$ cat src/rtl/dram_cmd_sequencer_if.sv
// rtl/dram_cmd_sequencer_if.sv - request queue head and DIMM command bus for the command sequencer
interface dram_cmd_sequencer_if;
    logic        req_valid;
    logic        req_ready;
    logic [1:0]  req_op;
    logic [3:0]  req_core;
    logic [33:0] req_addr;
    logic        cmd_valid;
    logic [2:0]  cmd_code;
    logic        cmd_channel;
    logic [2:0]  cmd_bg;
    logic [1:0]  cmd_bank;
    logic [15:0] cmd_row;
    logic [9:0]  cmd_col;
    logic [3:0]  cmd_core;
    logic        busy;
    logic        err_op;

    modport master (
        output req_valid, req_op, req_core, req_addr,
        input  req_ready, cmd_valid, cmd_code, cmd_channel, cmd_bg, cmd_bank,
               cmd_row, cmd_col, cmd_core, busy, err_op
    );

    modport slave (
        input  req_valid, req_op, req_core, req_addr,
        output req_ready, cmd_valid, cmd_code, cmd_channel, cmd_bg, cmd_bank,
               cmd_row, cmd_col, cmd_core, busy, err_op
    );
endinterface

$ cat src/rtl/dram_cmd_sequencer.sv
// rtl/dram_cmd_sequencer.sv - DDR5 closed-page ACT/CAS/PRE sequencer; DRAM_SEQ_STATS_EN adds request/stall counters
module dram_cmd_sequencer #(
    parameter int TRCD   = 39,
    parameter int TCL    = 40,
    parameter int TBURST = 8,
    parameter int TRP    = 39,
    parameter int CNT_W  = 8
) (
    input  logic                  dimm_clk,
    input  logic                  rst,
    dram_cmd_sequencer_if.slave   bus
`ifdef DRAM_SEQ_STATS_EN
    ,
    output logic [31:0]           stat_rd,
    output logic [31:0]           stat_wr,
    output logic [31:0]           stat_fetch,
    output logic [31:0]           stat_rp_stall
`endif
);
    typedef enum logic [3:0] {
        S_IDLE, S_WAIT_RP, S_ACT0, S_ACT1, S_WAIT_RCD,
        S_CAS0, S_CAS1, S_WAIT_PRE, S_PRE
    } state_t;

    localparam logic [2:0] C_NOP = 3'd0, C_ACT0 = 3'd1, C_ACT1 = 3'd2, C_RD0 = 3'd3,
                           C_RD1 = 3'd4, C_WR0 = 3'd5, C_WR1 = 3'd6, C_PRE = 3'd7;

    // Wait-state counters hold "cycles left after this one", hence the -3.
    localparam int RCD_WAIT = (TRCD > 2) ? TRCD - 3 : 0;
    localparam int PRE_WAIT = (TCL + TBURST > 2) ? TCL + TBURST - 3 : 0;
    localparam logic [CNT_W-1:0] RCD_LOAD = CNT_W'(RCD_WAIT);
    localparam logic [CNT_W-1:0] PRE_LOAD = CNT_W'(PRE_WAIT);
    localparam logic [CNT_W-1:0] RP_LOAD  = CNT_W'(TRP - 1);
    localparam logic [CNT_W-1:0] CNT_ONE  = CNT_W'(1);

    state_t           state, state_next;
    logic [CNT_W-1:0] cnt, cnt_next;
    logic [CNT_W-1:0] rp_cnt;
    logic [4:0]       last_bank;
    logic             last_valid;
    logic             cur_write;
    logic             wr_next;
    logic             accept;
    logic             rp_hit;
    logic [2:0]       code_next;
    logic             unused_addr_bits;

    assign unused_addr_bits = ^bus.req_addr[1:0];

    assign accept = bus.req_valid && bus.req_ready;
    // rp_cnt is the distance to the first cycle an ACT0 may follow the last PRE.
    assign rp_hit = last_valid && (last_bank == {bus.req_addr[9:7], bus.req_addr[11:10]})
                    && (rp_cnt > CNT_ONE);

    always_comb begin
        state_next = state;
        cnt_next   = cnt;
        wr_next    = cur_write;
        case (state)
            S_IDLE: begin
                if (accept && bus.req_op != 2'd3) begin
                    wr_next    = (bus.req_op == 2'd1);
                    state_next = rp_hit ? S_WAIT_RP : S_ACT0;
                end
            end
            S_WAIT_RP:  if (rp_cnt <= CNT_ONE) state_next = S_ACT0;
            S_ACT0:     state_next = S_ACT1;
            S_ACT1: begin
                if (TRCD > 2) begin
                    state_next = S_WAIT_RCD;
                    cnt_next   = RCD_LOAD;
                end else begin
                    state_next = S_CAS0;
                end
            end
            S_WAIT_RCD: begin
                if (cnt == '0) state_next = S_CAS0;
                else           cnt_next   = cnt - CNT_ONE;
            end
            S_CAS0:     state_next = S_CAS1;
            S_CAS1: begin
                if (TCL + TBURST > 2) begin
                    state_next = S_WAIT_PRE;
                    cnt_next   = PRE_LOAD;
                end else begin
                    state_next = S_PRE;
                end
            end
            S_WAIT_PRE: begin
                if (cnt == '0) state_next = S_PRE;
                else           cnt_next   = cnt - CNT_ONE;
            end
            S_PRE:      state_next = S_IDLE;
            default:    state_next = S_IDLE;
        endcase
    end

    always_comb begin
        code_next = C_NOP;
        case (state_next)
            S_ACT0:  code_next = C_ACT0;
            S_ACT1:  code_next = C_ACT1;
            S_CAS0:  code_next = wr_next ? C_WR0 : C_RD0;
            S_CAS1:  code_next = wr_next ? C_WR1 : C_RD1;
            S_PRE:   code_next = C_PRE;
            default: code_next = C_NOP;
        endcase
    end

    always_ff @(posedge dimm_clk or posedge rst) begin
        if (rst) begin
            state           <= S_IDLE;
            cnt             <= '0;
            rp_cnt          <= '0;
            last_bank       <= '0;
            last_valid      <= 1'b0;
            cur_write       <= 1'b0;
            bus.req_ready   <= 1'b1;
            bus.cmd_valid   <= 1'b0;
            bus.cmd_code    <= C_NOP;
            bus.cmd_channel <= 1'b0;
            bus.cmd_bg      <= '0;
            bus.cmd_bank    <= '0;
            bus.cmd_row     <= '0;
            bus.cmd_col     <= '0;
            bus.cmd_core    <= '0;
            bus.busy        <= 1'b0;
            bus.err_op      <= 1'b0;
        end else begin
            state     <= state_next;
            cnt       <= cnt_next;
            cur_write <= wr_next;
            if (state == S_PRE) begin
                last_bank  <= {bus.cmd_bg, bus.cmd_bank};
                last_valid <= 1'b1;
                rp_cnt     <= RP_LOAD;
            end else if (rp_cnt != '0) begin
                rp_cnt <= rp_cnt - CNT_ONE;
            end
            if (accept) begin
                bus.cmd_channel <= bus.req_addr[6];
                bus.cmd_bg      <= bus.req_addr[9:7];
                bus.cmd_bank    <= bus.req_addr[11:10];
                bus.cmd_row     <= bus.req_addr[33:18];
                bus.cmd_col     <= {bus.req_addr[17:12], bus.req_addr[5:2]};
                bus.cmd_core    <= bus.req_core;
            end
            bus.req_ready <= (state_next == S_IDLE);
            bus.busy      <= (state_next != S_IDLE);
            bus.cmd_code  <= code_next;
            bus.cmd_valid <= (code_next != C_NOP);
            bus.err_op    <= accept && (bus.req_op == 2'd3);
        end
    end

`ifdef DRAM_SEQ_STATS_EN
    always_ff @(posedge dimm_clk or posedge rst) begin
        if (rst) begin
            stat_rd       <= '0;
            stat_wr       <= '0;
            stat_fetch    <= '0;
            stat_rp_stall <= '0;
        end else begin
            if (accept && bus.req_op == 2'd0 && stat_rd != '1)    stat_rd    <= stat_rd + 32'd1;
            if (accept && bus.req_op == 2'd1 && stat_wr != '1)    stat_wr    <= stat_wr + 32'd1;
            if (accept && bus.req_op == 2'd2 && stat_fetch != '1) stat_fetch <= stat_fetch + 32'd1;
            if (state == S_WAIT_RP && stat_rp_stall != '1)        stat_rp_stall <= stat_rp_stall + 32'd1;
        end
    end
`endif
endmodule

$ cat src/flat_wrapper.sv
// flat-port wrapper written by rule: the top's interface ports become plain ports
module dram_cmd_sequencer_flat 
#(
    parameter int TRCD   = 39,
    parameter int TCL    = 40,
    parameter int TBURST = 8,
    parameter int TRP    = 39,
    parameter int CNT_W  = 8
)
  (dimm_clk, rst, bus_req_valid, bus_req_op, bus_req_core, bus_req_addr, bus_req_ready, bus_cmd_valid, bus_cmd_code, bus_cmd_channel, bus_cmd_bg, bus_cmd_bank, bus_cmd_row, bus_cmd_col, bus_cmd_core, bus_busy, bus_err_op);
  dram_cmd_sequencer_if bus_i ();
  input  logic dimm_clk;
  input  logic rst;
  input wire logic [$bits(bus_i.req_valid)-1:0] bus_req_valid;
  input wire logic [$bits(bus_i.req_op)-1:0] bus_req_op;
  input wire logic [$bits(bus_i.req_core)-1:0] bus_req_core;
  input wire logic [$bits(bus_i.req_addr)-1:0] bus_req_addr;
  output wire logic [$bits(bus_i.req_ready)-1:0] bus_req_ready;
  output wire logic [$bits(bus_i.cmd_valid)-1:0] bus_cmd_valid;
  output wire logic [$bits(bus_i.cmd_code)-1:0] bus_cmd_code;
  output wire logic [$bits(bus_i.cmd_channel)-1:0] bus_cmd_channel;
  output wire logic [$bits(bus_i.cmd_bg)-1:0] bus_cmd_bg;
  output wire logic [$bits(bus_i.cmd_bank)-1:0] bus_cmd_bank;
  output wire logic [$bits(bus_i.cmd_row)-1:0] bus_cmd_row;
  output wire logic [$bits(bus_i.cmd_col)-1:0] bus_cmd_col;
  output wire logic [$bits(bus_i.cmd_core)-1:0] bus_cmd_core;
  output wire logic [$bits(bus_i.busy)-1:0] bus_busy;
  output wire logic [$bits(bus_i.err_op)-1:0] bus_err_op;
  assign bus_i.req_valid = bus_req_valid;
  assign bus_i.req_op = bus_req_op;
  assign bus_i.req_core = bus_req_core;
  assign bus_i.req_addr = bus_req_addr;
  assign bus_req_ready = bus_i.req_ready;
  assign bus_cmd_valid = bus_i.cmd_valid;
  assign bus_cmd_code = bus_i.cmd_code;
  assign bus_cmd_channel = bus_i.cmd_channel;
  assign bus_cmd_bg = bus_i.cmd_bg;
  assign bus_cmd_bank = bus_i.cmd_bank;
  assign bus_cmd_row = bus_i.cmd_row;
  assign bus_cmd_col = bus_i.cmd_col;
  assign bus_cmd_core = bus_i.cmd_core;
  assign bus_busy = bus_i.busy;
  assign bus_err_op = bus_i.err_op;
  dram_cmd_sequencer #(.TRCD(TRCD), .TCL(TCL), .TBURST(TBURST), .TRP(TRP), .CNT_W(CNT_W)) u_core (.dimm_clk(dimm_clk), .rst(rst), .bus(bus_i));
endmodule
$ cat config.mk
export PLATFORM = sky130hd
export DESIGN_NAME = dram_cmd_sequencer_flat
export DESIGN_NICKNAME = d
export VERILOG_FILES = /design/src/rtl/dram_cmd_sequencer_if.sv /design/src/rtl/dram_cmd_sequencer.sv /design/src/flat_wrapper.sv
export SDC_FILE = /design/constraint.sdc
export NUM_CORES = 1
export LEC_CHECK = 0
export BUFFER_PORTS_ARGS = -buffer_cell sky130_fd_sc_hd__buf_4
export CORE_MARGIN = 10
export CORE_UTILIZATION = 56
export DETAILED_ROUTE_END_ITERATION = 10
export PLACE_DENSITY_LB_ADDON = 0.1
export SLEW_MARGIN = 10
export SYNTH_ARGS = -nofsm -noshare
export SYNTH_HDL_FRONTEND = slang
export SYNTH_SLANG_ARGS = --single-unit
$ cat constraint.sdc
create_clock -name dimm_clk -period 5.6 [get_ports dimm_clk]
set_clock_uncertainty 0.05 [all_clocks]
set_input_delay 0.56 -clock dimm_clk [delete_from_list [all_inputs] [get_ports dimm_clk]]
set_output_delay 0.56 -clock dimm_clk [all_outputs]
set_load 0.03 [all_outputs]
==> results by stage, run 1 <==
Drt:
- The via density per instance is 5.42.
- The number of DRC violations after detailed-routing iteration 0 is 91.
- Dividing the detail-routed wire length by the instance count gives 16.1 um.
- The post-route antenna net violation count is 0.
- After detailed routing, the total wire length is 7.17 mm.
- The pre-antenna-repair detailed-routing pass consisted of 4 iterations.
- The total via count after detailed routing is 2412.
- For this run, design rule violations remaining after detail routing come to 0.

Yosys:
- Ranked by instance count, the synthesized netlist is headed by dfrtp_1 (69), mux2_2 (36), nand2_1 (35), nor2_1 (22), inv_1 (11).
- The count of cell types in the netlist is 45.
- Summed over its instances, the top area cell type makes up 54.1% of the synthesized netlist area.
- Ranked by total cell area, the synthesized netlist is headed by dfrtp_1 (54%), mux2_2 (13%), nand2_1 (4.1%), xor2_1 (2.7%), nor2_1 (2.6%).
- The number of warnings issued by yosys is 0.
- The netlist area before placement is 3190 um2.
- The instance count of the mapped netlist is 283.
- The leading register cell type out of synthesis is dfrtp_1.
- Sequential elements use 55.0% of the synthesized area.
- The synthesized netlist net count is 330.
- Summed over all instances, the cell type with the most area after synthesis is dfrtp_1.
- Counting flops and latches in the post-synthesis netlist gives 70.
- The most common cell in the synthesized netlist is dfrtp_1.
- Counting flops with an async set or reset pin after synthesis yields a share of 100%.
- The per-instance average area after synthesis is 11.3 um2.
- The number of synthesized flops with an enable pin is 0.

Clock network:
- Clock latency on the worst-skew pair, taken at its later pin, is 340 ps.
- In this run, CTS created clock tree buffers numbering 9.
- The maximum buffer depth of the clock tree is 2.
- For this design, the CTS-stage hold fixing added 0 buffers.
- The number of post-CTS setup repair buffers is 0.
- The clock drives 70 sinks.
- The CTS tree is done.
- The clock-pin slew on the worst setup and hold paths is 80 ps.
- CTS built an H-tree with a depth of 3.
- The clock root buffer is clkbuf_8.
- Post-CTS repair changed the size of 0 cells.

Final layout:
- The area added between synthesis and finish is 28.2%.
- For this run, the share of the core covered by cells in the final layout is 74.3%.
- The repair_antennas step left the layout with diodes totalling 0.
- The multi-input logic area is 1350 um2.
- In the final layout, flip-flops and latches occupy 1750 um2.
- Cells with a size suffix above 1 make up 39.7% of the layout.
- The net total in the final layout is 415.
- Fill cells in the final layout number 374.

Timing:
- The relative slew slack is 42.4%.
- The worst hold-check slack is 395 ps.
- The maximum frequency from static timing analysis is 442 MHz.
- After layout, the worst path uses 40.4% of the clock period.
- The final count of pins violating max slew is 0.
- Setup repair after global routing left no endpoint under its margin.
- The transition time at the pin with the least slew margin is 863 ps.
- The aggregate negative setup slack is 0 ps.
- The shortest clock period the worst path allows after layout is 2260 ps.
- The number of failing setup endpoints in the final timing report is 0.
- The count of endpoints failing hold in the final timing report is 0.

Die:
- The die boundary width is 95.5 um.
- The height of the die is 95.5 um.
- The total I/O pin count is 86.
- Once the floorplan was initialized, standard cells occupied 57.9% of the core.
- The overall die area is 9110 um2.
- After floorplanning, the core was sized to cover 5510 um2.
- Row generation in the floorplan step produced 27 rows.

Critical path:
- The worst endpoint data arrival time is 2460 ps.
- The setup check on the worst reg-to-reg path leaves a slack of 3340 ps.
- The path type of the worst setup path is flip-flop to flip-flop.
- The worst setup path is launched from a flip-flop.
- Together, buffers and inverters on the worst path number 1.
- The maximum fanout count along the critical path is 7.
- The largest incremental delay on the critical path is 490 ps.
- The worst register-to-register path ends at u_core.bus.cmd_code[1].
- The family of cells with the greatest summed delay on the critical path is compound AO/OA/AOI/OAI gates.
- The depth of the worst register-to-register path is 7.
- The worst flop-to-flop path startpoint is u_core.cnt[0].
- Traced cell by cell, the critical path runs through inv_1 -> ha_1 -> nor3b_2 -> a21oi_1 -> a311oi_1 -> o311ai_4 -> o211ai_1.
- STA classifies the critical path endpoint as a flip-flop.
- On the critical path, the stage with the largest delay is an instance of a311oi_1.
- The data required time of the worst path is 5800 ps.
- In this run the worst setup path begins at u_core.cnt[0].

Global route:
- The via count of the first global-routing pass is 2552.
- The total overflow left after global routing is 0.
- The largest net degree at the start of global routing is 71.
- The initial antenna violation count is 0.
- The global-route wire length before repair is 11.9 mm.
- Global routing used 16.5% of the available tracks across all layers.

Power:
- The leakage component of the power is 2.14 nW.
- Per report_power, the clock group accounts for 44.6% of the total.
- The share of power burned in combinational logic is 3.6%.
- The switching share of power is 20.7%.
- Sequential cells burn 51.8% of the power.
- The net switching power is 0.202 mW.
- The maximum resistive drop on vdd is 0.199 mV.
- The total power of the final layout is 0.975 mW.
- The internal portion of the total power is 0.773 mW.
- For this design the ratio of total power to cell area is 238 nW/um2.

Place:
- The number of port buffers is 83.
- At the end of routability-driven placement, the weighted congestion stood at 0.825.
- The detailed-placement wirelength estimate is 5.30 mm.

Job:
- The total of max-cap violations is 0.

Outcome:
- The flow ran to the end, and the final reports show no timing, DRC or antenna violations.

Hold path:
- The path class of the tightest hold or removal check is primary input to asynchronous set/reset pin.
==> registers in the layout (all words and copies together) (netlist names), 2 cells and up <==
name and cells:
u_core.bus.cmd_code 3, u_core.last_bank 5, u_core.rp_cnt 8, u_core.bus.cmd_bank 2, u_core.bus.cmd_row 16, u_core.bus.cmd_col 10
u_core.cnt 8, u_core.state 4, u_core.bus.cmd_bg 3, u_core.bus.cmd_core 4
==> routing by layer <==
metal	track usage (%)	wire [um]	vias to the layer above
li1	-	-	1161
met1	19.4	2920	1174
met2	24.4	3330	67
met3	9.58	827	10
met4	6.27	94	0
met5	0	0	-
==> power by group through the flow <==
stage | clock (mW) | combinational, mW | sequential (mW)
after floorplan | 0 | 0.0101 | 0.515
after global placement | 0 | 0.0351 | 0.515
after detailed placement | 0 | 0.0362 | 0.515
after CTS | 0.442 | 0.0363 | 0.505
after global routing | 0.464 | 0.0396 | 0.505
final | 0.434 | 0.0352 | 0.505
==> tightest hold or removal path, cell delays in order <==
cell and delay [ps]:
buf_4 110, inv_2 30, buf_4 620
==> metrics by stage <==
stage	setup slack [ps]	area, um2	cells
floorplan	3220	3190	283
global placement	3350	3880	429
detailed placement	3320	3880	429
CTS	3300	4090	445
global route	3080	4090	445
finish	3340	4090	445
==> area by class of cell <==
cell class              instances  area share, %
well taps                      72           2.20
clock inverters                 7           2.17
clock buffers                   9           3.03
flip-flops and latches         70           42.9
multi-input cells             191           33.1
repair buffers                 85           15.6
inverters                      11           1.01
==> how the worst max path moves through the flow <==
stage,to,slack [ps],depth (start not counted)
2_1_floorplan,u_core.bus.busy,3220,1
3_3_place_gp,u_core.bus.cmd_valid,3350,7
3_5_place_dp,u_core.state[1],3320,7
4_1_cts,u_core.bus.cmd_code[1],3300,7
5_1_grt,u_core.bus.cmd_code[1],3080,7
6_report,u_core.bus.cmd_code[1],3340,7
==> cells by family after synthesis <==
group           share of synthesized area, %
compound gates                          8.55
xor+xnor                                3.84
fa+ha+maj                               1.57
buf+inv                                 2.59
flops                                   55.0
mux                                     13.0
simple gates                            15.5
==> cells in the final DEF, fill, tap and decap left out, types with 4 or more instances in the layout <==
cell type,instances
mux2_2,36
xnor2_1,4
nand3_1,9
nand2_1,35
xor2_1,10
clkinv_2,4
nor4_1,6
ha_1,4
dfrtp_1,69
buf_4,85
o21ai_0,6
nor3_1,4
nor2_1,22
a21oi_1,10
inv_1,10
clkbuf_8,9
Note: power is estimated with default switching activity, not from simulation.
==> run 2: changes to the inputs <==
CORE_UTILIZATION = 47   (was 56)
clock period = 1.8 ns   (was 5.6 ns; I/O delays follow)
==> results by stage, run 2 (synthesis gave the netlist of run 1 again) <==
Outcome:
- The run finished, with violations left.
- The final reports fail on setup timing.

Critical path:
- Across all register-to-register paths, the minimum setup slack is -140 ps.
- On the critical path, the stage with the largest delay is an instance of or4_4.
- The endpoint class of the critical path is a flip-flop.
- Walking the worst path, the cells encountered are or4_4 -> o41ai_4 -> nor4_4 -> o311ai_4 -> o211ai_1.
- Counting buffers and inverters, the worst setup path is 5 cells deep.
- The worst setup path is of the flip-flop to flip-flop kind.
- The endpoint of the lowest-slack register-to-register path is u_core.bus.cmd_valid.
- The worst register-to-register path begins at u_core.rp_cnt[7].
- Following the worst setup path forward leads to its endpoint at u_core.bus.cmd_valid.
- The data required time of the worst path is 1980 ps.
- The worst endpoint data arrival time is 2110 ps.
- The critical path contains buffers and inverters numbering 0 combined.
- The most critical setup path has its startpoint at u_core.rp_cnt[7].
- Measured in cells, the most critical reg-to-reg path has a length of 5.
- The cell family contributing the most delay on the critical path is compound AO/OA/AOI/OAI gates.
- For this run, the slowest stage of the critical path takes 570 ps.
- The kind of launch point of the worst setup path is a flip-flop.
- In this run the worst path has a maximum fanout of 4.

Place:
- The detailed-placement wirelength estimate is 5.42 mm.
- The placed standard-cell area is 4170 um2.
- Before CTS, the worst setup slack after placement is -108 ps.
- The number of port buffers is 83.
- At the end of routability-driven placement, the weighted congestion stood at 0.809.

Clock network:
- The number of clock sinks is 70.
- The clock root buffer is clkbuf_8.
- Counting along the longest clock path gives a buffer depth of 2.
- The clock-pin slew on the worst setup and hold paths is 80 ps.
- TritonCTS built the clock tree.
- The worst-skew pair later-pin latency is 360 ps.
- Counting the buffers created by CTS gives 9.
- The count of H-tree levels built during CTS is 3.

Drt:
- The number of remaining DRC errors is 0.
- The total via count after detailed routing is 2685.
- For this run, the detailed router's first-pass iteration total came to 4.
- The post-detailed-routing wire length is 7.76 mm.
- In this run the remaining antenna-violating nets after routing total 0.
- After detailed routing, the number of vias per cell comes to 5.20.
- The number of DRC violations after detailed-routing iteration 0 is 78.
- The final routed wire length divided by cell count is 15.0 um.

Die:
- The row count is 29.
- The overall die area is 10500 um2.
- The height of the die is 102 um.
- From left edge to right edge, the die measures 102 um.
- The placeable core region is 6460 um2.
- The initial standard-cell utilization of the core is 49.4%.
- 86 I/O pins were placed.

Hold path:
- In this run the worst hold path is classified as primary input to flip-flop.

Global route:
- The via count of the first global-routing pass was 2812.
- The initial antenna violation count was 0.
- In the global route stage, overall resource usage came out at 15.4%.
- Entering global routing, the biggest net connects 66 pins.
- The global-route wire length before repair is 12.8 mm.
- The residual overflow from global routing is 0.

Timing:
- In this run the tightest slew margin relative to its limit is 68.3%.
- In the post-route analysis, the smallest setup slack over all paths is -136 ps.
- Setup repair after global routing could not meet its margin everywhere.
- The maximum frequency from static timing analysis is 516 MHz.
- The count of endpoints failing hold in the final timing report is 0.
- Counting I/O delays and the setup requirement, the final critical path takes 1940 ps.
- Setup violations remaining at the end of the flow were counted as 5.
- At the pin with the least slew margin, the transition time is 472 ps.
- The final critical path takes up 108% of the cycle.
- The final count of pins violating max slew came to 0.

Final layout:
- The fraction of layout instances using a drive strength above 1 is 46.0%.
- The final design utilization is 74.6%.
- The top cell types in the final layout, fill and taps aside, are buf_4 (118), dfrtp_1 (69), mux2_2 (36).
- In the final layout, the registers with the most flip-flops are u_core.bus.cmd_row (16), u_core.bus.cmd_col (10).
- The library cell used most frequently in the layout, excluding fill and tap cells, is buf_4.
- The number of diodes is 0.
- Fill cells in the final layout number 460.
- The number of flip-flops under the largest register name is 16.
- The register area is 1750 um2.
- u_core.bus.cmd_row holds more flip-flops than any other register.
- The area added between synthesis and finish is 51.0%.
- Summing all non-filler instances in the final layout gives an area of 4820 um2.
- The multi-input combinational cells in the finished layout cover a total of 1460 um2.
- The net total in the final layout is 481.

Power:
- VDD sags by at most 0.525 mV.
- The power density relative to cell area is 664 nW/um2.
- The leakage component of the power is 2.49 nW.

Job:
- The total of max-cap violations is 0.
run 2: cell count changes in the layout (fill, tap and decap cells not counted), sizes merged:
cell,change
buf,+38
clkinv,-3
inv,+2
dlygate4sd3,+28
clkinvlp,+1
run 2: repair_timing:
action / 4_1_cts / 5_1_grt
pin swaps: 2 / 11
gates resized for setup: 11 / 13
setup endpoints to repair: 10 / 14
setup buffers: 2 / 4
hold endpoints to repair: 92 / 4
hold buffers: 24 / 4
run 2: per-stage QoR:
stage                     hold WS [ps]  power [mW]  std cells  TNS, ps
after CTS                      0.00214        3.22        508     -393
after global placement            49.4        1.72        466     -264
final                             7.87        3.20        516     -531
after floorplan                    276        1.63        283    -53.0
after global routing              1.00        3.31        516    -1070
after detailed placement          52.2        1.72        466     -528
run 2: per-layer routing:
metal	up-vias	share of wire (%)	GRT usage, %
met4	0	1.5	7.05
li1	1294	-	-
met1	1315	40	16.7
met3	13	8.0	6.68
met5	-	0	0
met2	63	51	25.8
run 2: worst min-delay path by stage:
stage                                 from  depth (start not counted)                      to
after floorplan              bus_req_valid                          2       u_core.bus.err_op
after global placement                 rst                          2   u_core.bus.cmd_row[7]
final                      bus_req_core[1]                          2  u_core.bus.cmd_core[1]
after global routing       bus_req_core[1]                          2  u_core.bus.cmd_core[1]
after detailed placement               rst                          2   u_core.bus.cmd_row[7]
after CTS                 bus_req_addr[23]                          2   u_core.bus.cmd_row[5]
run 2: area by class of cell:
cell class | count | area share (%)
Clock buffer | 9 | 2.57
Multi-Input combinational cell | 191 | 30.4
Inverter | 11 | 0.935
Sequential cell | 70 | 36.4
Clock inverter | 7 | 2.16
Tap cell | 77 | 2.00
Timing Repair Buffer | 151 | 25.6
run 2: report_power, final:
part           internal [mW]  switching [mW]  total, mW
clock                  0.799           0.665       1.46
sequential              1.57               0       1.57
combinational          0.103          0.0605      0.164
total                   2.47           0.726       3.20
